===== src/rtl/iob_wishbone_bridge_buffered_pkg.sv =====
// Shared definitions for the buffered IOb-to-Wishbone bridge: FSM encoding and request-record layout.
// Record layout, MSB to LSB: {addr, wdata, wstrb}.
package iob_wb_pkg;

  localparam logic [0:0] ST_IDLE = 1'b0;
  localparam logic [0:0] ST_BUS  = 1'b1;

  localparam int DEF_ADDR_W = 32;
  localparam int DEF_DATA_W = 32;
  localparam int REQ_W      = DEF_ADDR_W + DEF_DATA_W + DEF_DATA_W / 8;

  function automatic int req_w(input int addr_w, input int data_w);
    return addr_w + data_w + data_w / 8;
  endfunction

  function automatic int strb_lsb(input int data_w);
    return 0 * data_w;
  endfunction

  function automatic int data_lsb(input int data_w);
    return data_w / 8;
  endfunction

  function automatic int addr_lsb(input int data_w);
    return data_w + data_w / 8;
  endfunction

endpackage


===== src/rtl/iob_wishbone_bridge_buffered_if.sv =====
// IOb request/response plus Wishbone classic signals of the bridge, grouped as one bundle.
// The slave modport is the bridge's view; the master modport is the CPU/peripheral environment.
interface iob_wishbone_bridge_buffered_if #(
  parameter int ADDR_W = 32,
  parameter int DATA_W = 32
);
  logic                  valid_i;
  logic [ADDR_W-1:0]     address_i;
  logic [DATA_W-1:0]     wdata_i;
  logic [DATA_W/8-1:0]   wstrb_i;
  logic                  ready_o;
  logic                  rvalid_o;
  logic [DATA_W-1:0]     rdata_o;
  logic                  rerr_o;
  logic                  busy_o;
  logic [ADDR_W-1:0]     wb_addr_o;
  logic [DATA_W/8-1:0]   wb_select_o;
  logic                  wb_we_o;
  logic                  wb_cyc_o;
  logic                  wb_stb_o;
  logic [DATA_W-1:0]     wb_data_o;
  logic                  wb_ack_i;
  logic                  wb_error_i;
  logic [DATA_W-1:0]     wb_data_i;

  modport slave (
    input  valid_i, address_i, wdata_i, wstrb_i, wb_ack_i, wb_error_i, wb_data_i,
    output ready_o, rvalid_o, rdata_o, rerr_o, busy_o,
    output wb_addr_o, wb_select_o, wb_we_o, wb_cyc_o, wb_stb_o, wb_data_o
  );

  modport master (
    output valid_i, address_i, wdata_i, wstrb_i, wb_ack_i, wb_error_i, wb_data_i,
    input  ready_o, rvalid_o, rdata_o, rerr_o, busy_o,
    input  wb_addr_o, wb_select_o, wb_we_o, wb_cyc_o, wb_stb_o, wb_data_o
  );
endinterface


===== src/rtl/iob_wishbone_bridge_buffered_req_fifo.sv =====
// Register FIFO for bridge requests; head is readable combinationally, push/pop take effect next edge.
// Push is dropped while full, pop while empty; pointers carry an extra wrap bit.
module iob2wb_req_fifo #(
  parameter int WIDTH      = 8,
  parameter int DEPTH_LOG2 = 2
) (
  input  logic             clk_i,
  input  logic             arst_i,
  input  logic             push_i,
  input  logic [WIDTH-1:0] push_dat_i,
  input  logic             pop_i,
  output logic [WIDTH-1:0] head_dat_o,
  output logic             full_o,
  output logic             empty_o
);
  localparam int DEPTH = 1 << DEPTH_LOG2;

  logic [WIDTH-1:0]      mem_q [DEPTH];
  logic [DEPTH_LOG2:0]   wr_ptr_q;
  logic [DEPTH_LOG2:0]   rd_ptr_q;
  logic                  do_push;
  logic                  do_pop;

  assign empty_o    = (wr_ptr_q == rd_ptr_q);
  assign full_o     = (wr_ptr_q[DEPTH_LOG2] != rd_ptr_q[DEPTH_LOG2]) &&
                      (wr_ptr_q[DEPTH_LOG2-1:0] == rd_ptr_q[DEPTH_LOG2-1:0]);
  assign do_push    = push_i & ~full_o;
  assign do_pop     = pop_i & ~empty_o;
  assign head_dat_o = mem_q[rd_ptr_q[DEPTH_LOG2-1:0]];

  always_ff @(posedge clk_i or posedge arst_i) begin
    if (arst_i) begin
      wr_ptr_q <= '0;
      rd_ptr_q <= '0;
    end else begin
      if (do_push) wr_ptr_q <= wr_ptr_q + (DEPTH_LOG2 + 1)'(1);
      if (do_pop)  rd_ptr_q <= rd_ptr_q + (DEPTH_LOG2 + 1)'(1);
    end
  end

  // Storage needs no reset: an entry is only read after it has been written.
  always_ff @(posedge clk_i) begin
    if (do_push) mem_q[wr_ptr_q[DEPTH_LOG2-1:0]] <= push_dat_i;
  end
endmodule


===== src/rtl/iob_wishbone_bridge_buffered.sv =====
// Buffered IOb->Wishbone classic master: push-to-stb 2 cycles, end-of-cycle-to-rvalid 1 cycle.
// ready_o drops only while the request FIFO is full; the bus slave stalls via ack/err or timeout.
module iob_wishbone_bridge_buffered
  import iob_wb_pkg::*;
#(
  parameter int ADDR_W     = 32,
  parameter int DATA_W     = 32,
  parameter int DEPTH_LOG2 = 2,
  parameter int TIMEOUT_W  = 8
) (
  input  logic clk_i,
  input  logic arst_i,
  iob_wishbone_bridge_buffered_if.slave bus
);
  localparam int SW = DATA_W / 8;
  localparam int RW = req_w(ADDR_W, DATA_W);
  localparam int CW = (TIMEOUT_W > 0) ? TIMEOUT_W : 1;
  // The counter holds completed BUS cycles, so this value marks the last permitted one.
  localparam logic [CW-1:0] CNT_LAST = CW'((2 ** CW) - 2);

  logic            full, empty, push, pop;
  logic [RW-1:0]   push_dat, head_dat;
  logic [0:0]      state_q, state_d;
  logic [ADDR_W-1:0] addr_q;
  logic [DATA_W-1:0] data_q;
  logic [SW-1:0]   strb_q;
  logic [CW-1:0]   cnt_q, cnt_d;
  logic            rvalid_q, rvalid_d, rerr_q, rerr_d;
  logic [DATA_W-1:0] rdata_q, rdata_d;
  logic            in_bus, we, timeout, done;

  assign push     = bus.valid_i & ~full;
  assign pop      = (state_q == ST_IDLE) & ~empty;
  assign push_dat = {bus.address_i, bus.wdata_i, bus.wstrb_i};

  iob2wb_req_fifo #(.WIDTH(RW), .DEPTH_LOG2(DEPTH_LOG2)) u_req_fifo (
    .clk_i      (clk_i),
    .arst_i     (arst_i),
    .push_i     (push),
    .push_dat_i (push_dat),
    .pop_i      (pop),
    .head_dat_o (head_dat),
    .full_o     (full),
    .empty_o    (empty)
  );

  assign in_bus  = (state_q == ST_BUS);
  assign we      = |strb_q;
  assign timeout = (TIMEOUT_W > 0) && in_bus && (cnt_q == CNT_LAST);
  assign done    = in_bus & (bus.wb_ack_i | bus.wb_error_i | timeout);

  always_comb begin
    state_d  = state_q;
    cnt_d    = cnt_q;
    rvalid_d = done;
    rerr_d   = done & (bus.wb_error_i | timeout);
    rdata_d  = '0;
    if (pop) begin
      state_d = ST_BUS;
      cnt_d   = '0;
    end else if (done) begin
      state_d = ST_IDLE;
      cnt_d   = '0;
    end else if (in_bus) begin
      cnt_d   = cnt_q + CW'(1);
    end
    // Error or timeout suppresses data even when ack arrives in the same cycle.
    if (done && bus.wb_ack_i && !bus.wb_error_i && !timeout && !we) rdata_d = bus.wb_data_i;
  end

  always_ff @(posedge clk_i or posedge arst_i) begin
    if (arst_i) begin
      state_q  <= ST_IDLE;
      cnt_q    <= '0;
      addr_q   <= '0;
      data_q   <= '0;
      strb_q   <= '0;
      rvalid_q <= 1'b0;
      rerr_q   <= 1'b0;
      rdata_q  <= '0;
    end else begin
      state_q  <= state_d;
      cnt_q    <= cnt_d;
      rvalid_q <= rvalid_d;
      rerr_q   <= rerr_d;
      rdata_q  <= rdata_d;
      if (pop) begin
        addr_q <= head_dat[addr_lsb(DATA_W) +: ADDR_W];
        data_q <= head_dat[data_lsb(DATA_W) +: DATA_W];
        strb_q <= head_dat[strb_lsb(DATA_W) +: SW];
      end
    end
  end

  assign bus.ready_o     = ~full;
  assign bus.busy_o      = ~empty | in_bus | rvalid_q;
  assign bus.rvalid_o    = rvalid_q;
  assign bus.rdata_o     = rdata_q;
  assign bus.rerr_o      = rerr_q;
  assign bus.wb_cyc_o    = in_bus;
  assign bus.wb_stb_o    = in_bus;
  assign bus.wb_we_o     = in_bus & we;
  assign bus.wb_select_o = in_bus ? (we ? strb_q : {SW{1'b1}}) : '0;
  assign bus.wb_addr_o   = addr_q;
  assign bus.wb_data_o   = data_q;
endmodule


===== src/flat_wrapper.sv =====
// flat-port wrapper written by rule: the top's interface ports become plain ports
module iob_wishbone_bridge_buffered_flat import iob_wb_pkg::*;
#(
  parameter int ADDR_W     = 32,
  parameter int DATA_W     = 32,
  parameter int DEPTH_LOG2 = 2,
  parameter int TIMEOUT_W  = 8
)
  (clk_i, arst_i, bus_valid_i, bus_address_i, bus_wdata_i, bus_wstrb_i, bus_wb_ack_i, bus_wb_error_i, bus_wb_data_i, bus_ready_o, bus_rvalid_o, bus_rdata_o, bus_rerr_o, bus_busy_o, bus_wb_addr_o, bus_wb_select_o, bus_wb_we_o, bus_wb_cyc_o, bus_wb_stb_o, bus_wb_data_o);
  iob_wishbone_bridge_buffered_if #(.ADDR_W(ADDR_W), .DATA_W(DATA_W)) bus_i ();
  input  logic clk_i;
  input  logic arst_i;
  input wire logic [$bits(bus_i.valid_i)-1:0] bus_valid_i;
  input wire logic [$bits(bus_i.address_i)-1:0] bus_address_i;
  input wire logic [$bits(bus_i.wdata_i)-1:0] bus_wdata_i;
  input wire logic [$bits(bus_i.wstrb_i)-1:0] bus_wstrb_i;
  input wire logic [$bits(bus_i.wb_ack_i)-1:0] bus_wb_ack_i;
  input wire logic [$bits(bus_i.wb_error_i)-1:0] bus_wb_error_i;
  input wire logic [$bits(bus_i.wb_data_i)-1:0] bus_wb_data_i;
  output wire logic [$bits(bus_i.ready_o)-1:0] bus_ready_o;
  output wire logic [$bits(bus_i.rvalid_o)-1:0] bus_rvalid_o;
  output wire logic [$bits(bus_i.rdata_o)-1:0] bus_rdata_o;
  output wire logic [$bits(bus_i.rerr_o)-1:0] bus_rerr_o;
  output wire logic [$bits(bus_i.busy_o)-1:0] bus_busy_o;
  output wire logic [$bits(bus_i.wb_addr_o)-1:0] bus_wb_addr_o;
  output wire logic [$bits(bus_i.wb_select_o)-1:0] bus_wb_select_o;
  output wire logic [$bits(bus_i.wb_we_o)-1:0] bus_wb_we_o;
  output wire logic [$bits(bus_i.wb_cyc_o)-1:0] bus_wb_cyc_o;
  output wire logic [$bits(bus_i.wb_stb_o)-1:0] bus_wb_stb_o;
  output wire logic [$bits(bus_i.wb_data_o)-1:0] bus_wb_data_o;
  assign bus_i.valid_i = bus_valid_i;
  assign bus_i.address_i = bus_address_i;
  assign bus_i.wdata_i = bus_wdata_i;
  assign bus_i.wstrb_i = bus_wstrb_i;
  assign bus_i.wb_ack_i = bus_wb_ack_i;
  assign bus_i.wb_error_i = bus_wb_error_i;
  assign bus_i.wb_data_i = bus_wb_data_i;
  assign bus_ready_o = bus_i.ready_o;
  assign bus_rvalid_o = bus_i.rvalid_o;
  assign bus_rdata_o = bus_i.rdata_o;
  assign bus_rerr_o = bus_i.rerr_o;
  assign bus_busy_o = bus_i.busy_o;
  assign bus_wb_addr_o = bus_i.wb_addr_o;
  assign bus_wb_select_o = bus_i.wb_select_o;
  assign bus_wb_we_o = bus_i.wb_we_o;
  assign bus_wb_cyc_o = bus_i.wb_cyc_o;
  assign bus_wb_stb_o = bus_i.wb_stb_o;
  assign bus_wb_data_o = bus_i.wb_data_o;
  iob_wishbone_bridge_buffered #(.ADDR_W(ADDR_W), .DATA_W(DATA_W), .DEPTH_LOG2(DEPTH_LOG2), .TIMEOUT_W(TIMEOUT_W)) u_core (.clk_i(clk_i), .arst_i(arst_i), .bus(bus_i));
endmodule

===== config.mk =====
export PLATFORM = sky130hd
export DESIGN_NAME = iob_wishbone_bridge_buffered_flat
export DESIGN_NICKNAME = d
export VERILOG_FILES = /design/src/rtl/iob_wishbone_bridge_buffered_pkg.sv /design/src/rtl/iob_wishbone_bridge_buffered_if.sv /design/src/rtl/iob_wishbone_bridge_buffered_req_fifo.sv /design/src/rtl/iob_wishbone_bridge_buffered.sv /design/src/flat_wrapper.sv
export SDC_FILE = /design/constraint.sdc
export NUM_CORES = 1
export LEC_CHECK = 0
export CAP_MARGIN = 20
export CORE_MARGIN = 1
export CORE_UTILIZATION = 49
export DETAILED_ROUTE_END_ITERATION = 10
export GPL_ROUTABILITY_DRIVEN = 1
export GPL_TIMING_DRIVEN = 0
export HOLD_SLACK_MARGIN = 0.05
export PLACE_DENSITY = 0.8
export SLEW_MARGIN = 0
export SYNTH_ARGS = -nofsm -noshare
export SYNTH_HDL_FRONTEND = slang
export SYNTH_HIERARCHICAL = 1
export SYNTH_SLANG_ARGS = --single-unit

===== constraint.sdc =====
create_clock -name clk_i -period 3.6 [get_ports clk_i]
set_input_delay 0.54 -clock clk_i [delete_from_list [all_inputs] [get_ports clk_i]]
set_output_delay 0.54 -clock clk_i [all_outputs]
set_load 0.02 [all_outputs]

==> impl_metrics.py, run 1 <==
metrics = {
    "clocking": {
        "clock-root-buffer": "clkbuf_16",
        "cts_tree": "built",
        "cts_setup_buffers": 0,
        "cts_htree_levels": 2,
        "holdBufCountCts": 0,
        "cts_buffers": 40,
        "cts_resized": 1,
        "cts.sinks": 389,
        "clock_latency_ns": 0.52,
        "cts.path.max_buffers": 3,
        "clk_pin_slew_ns": 0.07,
    },
    "route": {
        "dr_wl_met3_mm": 1.68,
        "wl_met1_mm": 11.6,
        "vias": 7288,
        "routed_via_density": 5.35,
        "wl_per_cell_um": 21.0,
        "drc": 0,
        "dr_wl_met2_mm": 14.8,
        "firstDrtPassIters": 4,
        "routed_wirelength_mm": 28.6,
        "drt-initial-drc-count": 328,
        "topRoutingLayerUsed": "met4",
        "postRouteAntennaNets": 0,
    },
    "yosys": {
        "synth_area_mm2": 0.0145,
        "synth_ff_type": "edfxtp_1",
        "synth.avg_cell_area_um2": 21.1,
        "yosysWarnings": 6,
        "synth-seq-area-share_pct": 76.5,
        "synth_seq_cells": 389,
        "async_reset_ff_share_pct": 30.1,
        "synth_cells": 688,
        "synth_nets": 800,
        "synth_edf_count": 272,
        "ys_types": 42,
    },
    "setup_path": {
        "critPathLaunchType": "flop",
        "path_class": "flop to primary output",
        "critPathMaxFanout": 10,
        "arrival_ns": 2.74,
        "cp_data_required_time_ns": 3.06,
        "critPathCaptureType": "primary output",
    },
    "floorplanning": {
        "core_area_mm2": 0.0289,
        "die_height_um": 174,
        "fp-row-count": 62,
        "die_area_mm2": 0.0303,
        "start_util_pct": 50.1,
        "die_x_um": 174,
        "io_pins": 212,
    },
    "sta": {
        "relSlewSlack_pct": 53.8,
        "finalWorstSetupSlack_ns": 0.319,
        "min_period_over_period_pct": 91.1,
        "hold_viol": 0,
        "tightest_slew_ns": 0.694,
        "rsz0062_at_grt": "no",
        "setup_violations": 0,
        "clock-skew-final_ns": 0.0265,
        "layout_min_cycle_time_ns": 3.28,
        "fmax_mhz": 305,
        "maxSlewViolCount": 0,
        "whs_ns": 0.365,
    },
    "placed_design": {
        "routabilityCongestion": 0.786,
        "portBuffers": 211,
        "post-dp-hpwl_mm": 18.3,
        "placed_cells": 1290,
        "dpl-instance-area_mm2": 0.0173,
        "pre_cts_ws_ns": 0.539,
    },
    "pwr": {
        "p_leak_uw": 0.00663,
        "p_switching_uw": 4830,
        "power_frac_comb_pct": 34.6,
        "p_total_uw": 16100,
        "power.internal_uw": 11300,
        "clkPwrFrac_pct": 24.7,
        "powerDensity_mw_per_mm2": 867,
        "pwr-share-seq_pct": 40.7,
        "peakVddDrop_uv": 550,
        "p_sw_share_pct": 29.9,
    },
    "layout": {
        "fin_nets": 1060,
        "design_area_mm2": 0.0186,
        "area_growth_syn_to_layout_pct": 28.1,
        "layout_common_cells": "272 x edfxtp_1, 211 x clkdlybuf4s50_1, 117 x dfrtp_1, 68 x mux2_2, 68 x mux4_2",
        "drive_gt1_share_pct": 24.9,
        "multi_input_area_mm2": 0.00320,
        "fin_cells": 1362,
        "fillers": 1979,
        "n_antenna_cell": 0,
        "regArea_mm2": 0.0111,
        "final_common_cell": "edfxtp_1",
    },
    "global_routing": {
        "antenna_found_initial": 0,
        "gr-total-overflow": 0,
        "grt_max_degree": 68,
        "grt_pass1_vias": 7798,
        "grt_use_total_pct": 19.4,
        "grt_first_pass_wirelength_mm": 44.5,
    },
    "run": {
        "drv_cap": 0,
    },
    "worst_hold_path": {
        "hold_path.class": "input port to async pin",
    },
    "status": {
        "status": "complete, no violations",
    },
}
==> registers in the layout, summed over array words and instances (netlist names) <==
register	cells
u_core/u_req_fifo/mem_q	272
u_core/bus.rdata_o	32
u_core/bus.wb_addr_o	32
u_core/bus.wb_data_o	32
u_core/cnt_q	8
u_core/strb_q	4
u_core/u_req_fifo/rd_ptr_q	3
u_core/u_req_fifo/wr_ptr_q	3
u_core/bus.rerr_o	1
u_core/bus.rvalid_o	1
u_core/bus.wb_cyc_o	1
==> cell usage after synthesis (4+ instances only) <==
master    number  share of area [%]
and2_1        32                1.4
clkbuf_1       4               0.10
edfxtp_1     272                 56
mux2_2        68                5.3
buf_4          7               0.36
buf_6          5               0.39
o21a_1         4               0.21
ha_1           7               0.60
mux4_2        68                 11
nand3_1        4               0.14
nand2b_1       4               0.17
nor2b_1        4               0.17
dfrtp_1      117                 20
inv_1         12               0.31
xnor2_1        4               0.24
o31ai_1        5               0.26
o21ai_0        7               0.24
buf_2         12               0.41
nand2_1        8               0.21
a21oi_1        8               0.28
==> cell families (layout without fill, tap and decap cells) <==
family,Yosys count,count (layout),share of synthesized area [%]
DFF,389,389,76.5
and+or+nand+nor,69,69,2.95
xor gates and xnor gates,9,9,0.698
muxes,136,136,15.8
adders and majority gates,7,7,0.604
AOI/OAI and AO/OA,37,37,1.73
buffers and inverters,41,331,1.72
==> worst max-delay path, stage by stage, from the launching register on <==
cell	delay (ns)
dfrtp_1	0.37
buf_2	0.22
xor2_1	0.23
nor3_2	0.33
nor2b_2	0.42
nand2b_1	0.10
clkdlybuf4s50_1	0.56
==> metrics by stage <==
stage,util (%),TNS [ns]
final,64.3,0
after global routing,64.3,0
after CTS,64.2,0
after detailed placement,59.8,0
after global placement,59.1,-561.04
after floorplan,-,0
==> final timing paths <==
check / start / slack [ns] / cells past startpoint / to
max in group asynchronous: arst_i / 2.41 / 3 / u_core/bus.rdata_o[8]
min: arst_i / 0.37 / 2 / u_core/u_req_fifo/wr_ptr_q[0]
max reg2reg: u_core/u_req_fifo/rd_ptr_q[0] / 0.74 / 8 / u_core/u_req_fifo/mem_q[2][12]
max: u_core/u_req_fifo/rd_ptr_q[1] / 0.32 / 6 / bus_busy_o
min in group clk_i: u_core/cnt_q[5] / 0.49 / 1 / u_core/cnt_q[5]
min reg2reg: u_core/cnt_q[5] / 0.49 / 1 / u_core/cnt_q[5]
==> power by group through the flow <==
stage	combinational (uW)	sequential [uW]	clock, uW
2_1_floorplan	3100	7050	0
3_3_place_gp	5420	6690	0
3_5_place_dp	5660	6650	0
4_1_cts	5690	6580	4080
5_1_grt	5980	6680	4250
6_report	5580	6560	3980
==> layout make-up <==
| cell class | instances | area share [%] |
|---|---|---|
| sequential | 389 | 59.7 |
| multi-input combinational | 258 | 17.2 |
| timing repair buffer | 218 | 12.3 |
| clock buffer | 58 | 6.24 |
| tap | 384 | 2.58 |
| buffer | 29 | 1.10 |
| clock inverter | 14 | 0.666 |
| inverter | 12 | 0.269 |
==> routing by layer <==
| metal | up-vias | track usage [%] |
|---|---|---|
| met2 | 222 | 34.1 |
| met5 | - | 0 |
| li1 | 3226 | - |
| met3 | 36 | 4.59 |
| met4 | 0 | 4.61 |
| met1 | 3804 | 24.3 |
No activity file was read; power rests on OpenSTA's default activity.
==> inputs of run 2 (changes only) <==
--- a/config.mk
+++ b/config.mk
@@ -12,6 +12,7 @@
 export GPL_ROUTABILITY_DRIVEN = 1
 export GPL_TIMING_DRIVEN = 0
 export HOLD_SLACK_MARGIN = 0.05
+export MAX_ROUTING_LAYER = met4
 export PLACE_DENSITY = 0.8
 export SLEW_MARGIN = 0
 export SYNTH_ARGS = -nofsm -noshare
==> run 2 against run 1 <==
Non-clock buffer count unchanged; clock skew is 0.00056 ns lower; sequential power barely moved; worst setup slack better by 0.024 ns; final area unchanged; clock-buffer cell count unchanged; first-iteration DRC count increased by 0.91%; flip-flop and latch count is the same; clock power hardly changed; largest power group unchanged.
==> impl_metrics.py, run 2 (synthesis gave the netlist of run 1 again) <==
metrics = {
    "layout": {
        "area_growth_syn_to_layout_pct": 28.1,
        "fin_nets": 1060,
        "layout_common_cells": "272 x edfxtp_1, 211 x clkdlybuf4s50_1, 117 x dfrtp_1, 68 x mux2_2, 68 x mux4_2",
        "n_antenna_cell": 0,
        "fillers": 1979,
        "final_common_cell": "edfxtp_1",
        "multi_input_area_mm2": 0.00320,
        "regArea_mm2": 0.0111,
        "fin_cells": 1362,
        "largest_register_ffs": 272,
        "drive_gt1_share_pct": 24.9,
    },
    "global_routing": {
        "grt_max_degree": 68,
        "grt_use_total_pct": 20.0,
        "grt_pass1_vias": 7795,
        "grt_first_pass_wirelength_mm": 44.5,
        "gr-total-overflow": 0,
        "antenna_found_initial": 0,
    },
    "setup_path": {
        "cp_data_required_time_ns": 3.06,
        "cp_cell_sequence": "buf_2, xor2_1, nor3_2, nor2b_2, nand2b_1, clkdlybuf4s50_1",
        "slowest_delay_ns": 0.55,
        "path_class": "flop to primary output",
        "arrival_ns": 2.72,
        "worst_path_max_delay_cell": "clkdlybuf4s50_1",
        "critPathLaunchType": "flop",
        "critical_path_buf_inv_count": 2,
        "critPathMaxFanout": 10,
        "critPathCaptureType": "primary output",
        "path_delay_family": "simple AND/OR/NAND/NOR gates",
    },
    "floorplanning": {
        "die_x_um": 174,
        "die_area_mm2": 0.0303,
        "die_height_um": 174,
        "core_area_mm2": 0.0289,
        "start_util_pct": 50.1,
        "fp-row-count": 62,
        "io_pins": 212,
    },
    "clocking": {
        "cts_htree_levels": 2,
        "cts.sinks": 389,
        "clock-root-buffer": "clkbuf_16",
        "clk_pin_slew_ns": 0.07,
        "clock_latency_ns": 0.52,
        "cts_buffers": 40,
        "cts_tree": "built",
        "cts.path.max_buffers": 3,
    },
    "sta": {
        "tightest_slew_ns": 0.701,
        "fmax_mhz": 307,
        "setup_violations": 0,
        "rsz0062_at_grt": "no",
        "clock-skew-final_ns": 0.0259,
        "relSlewSlack_pct": 53.2,
        "layout_min_cycle_time_ns": 3.26,
        "maxSlewViolCount": 0,
        "finalWorstSetupSlack_ns": 0.343,
        "hold_viol": 0,
        "min_period_over_period_pct": 90.5,
    },
    "route": {
        "vias": 7276,
        "postRouteAntennaNets": 0,
        "wl_per_cell_um": 21.0,
        "drc": 0,
        "drt-initial-drc-count": 331,
        "routed_via_density": 5.34,
        "routed_wirelength_mm": 28.6,
        "firstDrtPassIters": 4,
    },
    "placed_design": {
        "routabilityCongestion": 0.797,
        "portBuffers": 211,
        "pre_cts_ws_ns": 0.539,
        "post-dp-hpwl_mm": 18.3,
        "placed_cells": 1290,
    },
    "run": {
        "drv_cap": 0,
    },
    "pwr": {
        "p_total_uw": 16100,
        "p_leak_uw": 0.00663,
        "peakVddDrop_uv": 550,
        "powerDensity_mw_per_mm2": 867,
    },
    "status": {
        "status": "complete, no violations",
    },
    "worst_hold_path": {
        "hold_path.class": "input port to async pin",
    },
}
==> run 2: area by class of cell <==
type,instances,area share [%]
sequential,389,59.7
clock buffer,58,6.24
clock inverter,14,0.666
buffer,29,1.10
multi-input combinational,258,17.2
inverter,12,0.269
tap,384,2.58
timing repair buffer,218,12.3
==> run 2: power by group <==
part	total, uW	switching (uW)	internal (uW)
clock	3980	1600	2380
combinational	5570	2750	2820
sequential	6560	469	6100
total	16100	4820	11300
==> run 2: path summary, 6_finish.rpt <==
check                                                   start                             end  cells past startpoint  slack [ns]
worst max-delay path            u_core/u_req_fifo/rd_ptr_q[1]                      bus_busy_o                      6        0.34
worst min-delay path                                   arst_i   u_core/u_req_fifo/wr_ptr_q[0]                      2        0.37
worst max register to register  u_core/u_req_fifo/rd_ptr_q[0]  u_core/u_req_fifo/mem_q[2][12]                      8        0.75
worst min register to register                u_core/cnt_q[5]                 u_core/cnt_q[5]                      1        0.49
max in group asynchronous                              arst_i        u_core/bus.wb_addr_o[28]                      3        2.41
min in group clk_i                            u_core/cnt_q[5]                 u_core/cnt_q[5]                      1        0.49
==> run 2: layer usage <==
layer	part of all wire, %	GRT usage, %	wire (um)
met1	41	24.5	11600
met2	52	34.0	14800
met3	5.9	4.40	1680
met4	1.5	4.61	425
met5	0	-	0
==> run 2: per-stage QoR <==
stage	hold WS (ns)	cell area, um2	utilization (%)	setup TNS [ns]
after floorplan	0.331	14500	-	0
after global placement	0.479	17100	59.1	-561.04
after detailed placement	0.489	17300	59.8	0
after CTS	0.348	18600	64.2	0
after global routing	0.364	18600	64.3	0
final	0.366	18600	64.3	0
==> run 2: worst register-to-register path, stage by stage, from the launching register on <==
cell and delay (ns):
dfrtp_1 0.39, buf_6 0.17, buf_12 0.16, xnor2_2 0.19, nand3_1 0.18, inv_1 0.07, nor2b_1 0.41, and3_4 0.59
buf_16 0.32
==> run 2: timing repair <==
action                     CTS  global route
setup buffers                0             0
setup endpoints to repair    1             1
hold endpoints to repair     0             0
resized for setup            1             1
hold buffers                 0             0
==> inputs of run 3 (changes only) <==
--- a/config.mk
+++ b/config.mk
@@ -6,6 +6,7 @@
 export NUM_CORES = 1
 export LEC_CHECK = 0
 export CAP_MARGIN = 20
+export CORE_ASPECT_RATIO = 0.8
 export CORE_MARGIN = 1
 export CORE_UTILIZATION = 49
 export DETAILED_ROUTE_END_ITERATION = 10
==> run 3 against run 2 <==
Utilization is 0.50 points higher; sequential power hardly changed; worst setup slack worse by 0.030 ns; non-clock buffer count unchanged; clock-buffer cell count is 5 lower; clock power increased by 2%.
==> impl_metrics.py, run 3 (synthesis gave the netlist of run 1 again) <==
metrics = {
    "clocking": {
        "cts.path.max_buffers": 3,
        "clock_latency_ns": 0.53,
        "cts_buffers": 38,
        "clock-root-buffer": "clkbuf_16",
        "clk_pin_slew_ns": 0.06,
        "cts_tree": "built",
        "cts_setup_buffers": 0,
        "cts.sinks": 389,
        "holdBufCountCts": 0,
        "cts_htree_levels": 2,
    },
    "global_routing": {
        "gr-total-overflow": 0,
        "grt_first_pass_wirelength_mm": 45.8,
        "antenna_found_initial": 2,
        "grt_use_total_pct": 20.9,
        "grt_pass1_vias": 7831,
        "grt_max_degree": 88,
    },
    "pwr": {
        "peakVddDrop_uv": 613,
        "p_leak_uw": 0.00664,
        "powerDensity_mw_per_mm2": 873,
    },
    "worst_hold_path": {
        "hold_path.class": "input port to async pin",
    },
    "layout": {
        "design_area_mm2": 0.0186,
        "regArea_mm2": 0.0111,
        "largest_register_ffs": 272,
        "area_growth_syn_to_layout_pct": 28.1,
        "fin_cells": 1346,
        "final_core_util_pct": 64.8,
        "drive_gt1_share_pct": 24.7,
        "fillers": 1950,
        "layout_common_cells": "272 x edfxtp_1, 211 x clkdlybuf4s50_1, 117 x dfrtp_1, 68 x mux2_2, 68 x mux4_2",
        "fin_nets": 1058,
        "multi_input_area_mm2": 0.00320,
        "final_common_cell": "edfxtp_1",
    },
    "placed_design": {
        "portBuffers": 211,
        "post-dp-hpwl_mm": 18.6,
        "routabilityCongestion": 0.754,
        "placed_cells": 1276,
        "dpl-instance-area_mm2": 0.0173,
    },
    "route": {
        "drc": 0,
        "routed_via_density": 5.38,
        "drt-initial-drc-count": 339,
        "vias": 7239,
        "firstDrtPassIters": 5,
        "wl_per_cell_um": 21.9,
        "routed_wirelength_mm": 29.5,
        "postRouteAntennaNets": 0,
    },
    "sta": {
        "setup-tns-final_ns": 0,
        "whs_ns": 0.362,
        "maxSlewViolCount": 0,
        "rsz0062_at_grt": "no",
        "fmax_mhz": 304,
        "setup_violations": 0,
        "relSlewSlack_pct": 50.1,
        "min_period_over_period_pct": 91.3,
        "clock-skew-final_ns": 0.0212,
        "hold_viol": 0,
        "tightest_slew_ns": 0.748,
        "layout_min_cycle_time_ns": 3.29,
    },
    "setup_path": {
        "cp_data_required_time_ns": 3.06,
        "critPathLaunchType": "flop",
        "critPathMaxFanout": 10,
        "path_class": "flop to primary output",
        "critPathCaptureType": "primary output",
        "rr_worst_depth": 7,
        "arrival_ns": 2.75,
    },
    "floorplanning": {
        "core_area_mm2": 0.0287,
        "fp-row-count": 55,
        "io_pins": 212,
        "die_area_mm2": 0.0303,
        "die_height_um": 156,
        "start_util_pct": 50.6,
        "die_x_um": 194,
    },
    "status": {
        "status": "complete, no violations",
    },
    "run": {
        "drv_cap": 0,
    },
}
run 3: final timing paths:
path / startpoint / slack, ns / to
setup reg to reg: u_core/u_req_fifo/rd_ptr_q[1] / 0.70 / u_core/bus.wb_data_o[20]
min in group clk_i: u_core/bus.wb_addr_o[14] / 0.51 / u_core/bus.wb_addr_o[14]
setup / recovery: u_core/u_req_fifo/rd_ptr_q[1] / 0.31 / bus_busy_o
hold / removal: arst_i / 0.36 / u_core/u_req_fifo/wr_ptr_q[2]
max in group asynchronous: arst_i / 2.39 / u_core/strb_q[0]
hold reg to reg: u_core/bus.wb_addr_o[14] / 0.51 / u_core/bus.wb_addr_o[14]
run 3: cell type report:
| class | count | share of cell area, % |
|---|---|---|
| flip-flops and latches | 389 | 59.7 |
| multi-input cells | 258 | 17.2 |
| repair buffers | 218 | 12.3 |
| clock buffers | 53 | 5.80 |
| well taps | 370 | 2.49 |
| plain buffers | 29 | 1.10 |
| clock inverters | 15 | 1.08 |
| inverters | 12 | 0.269 |
| diodes | 2 | 0.0269 |
run 3: routing by layer:
metal | GRT usage [%] | part of all wire, % | vias up
met5 | - | 0 | -
met4 | 6.20 | 2.2 | 0
met3 | 4.11 | 5.3 | 51
met2 | 33.0 | 49 | 199
met1 | 27.9 | 44 | 3762
li1 | - | - | 3227
run 3: critical path, stage by stage, from the launching register on:
cell	delay, ns
dfrtp_1	0.38
buf_2	0.23
xor2_1	0.24
nor3_2	0.36
nor2b_2	0.37
nand2b_1	0.09
clkdlybuf4s50_1	0.56
run 3: repair_timing:
action | 4_1_cts | 5_1_grt
endpoints found under the hold margin | 0 | 0
resized for setup | 1 | 1
endpoints found under the setup margin | 1 | 1
run 3: report_power, final:
part	switching, uW	leakage (uW)	internal [uW]
Combinational	2790	0.00206	2820
Sequential	462	0.00395	6100
Clock	1600	0.000631	2450
run 3: through the flow:
stage               setup WS, ns  power (uW)
global route               0.139       17000
global placement           -2.25       12100
CTS                        0.138       16400
detailed placement         0.525       12300
floorplan                  0.129       10100
finish                     0.313       16200
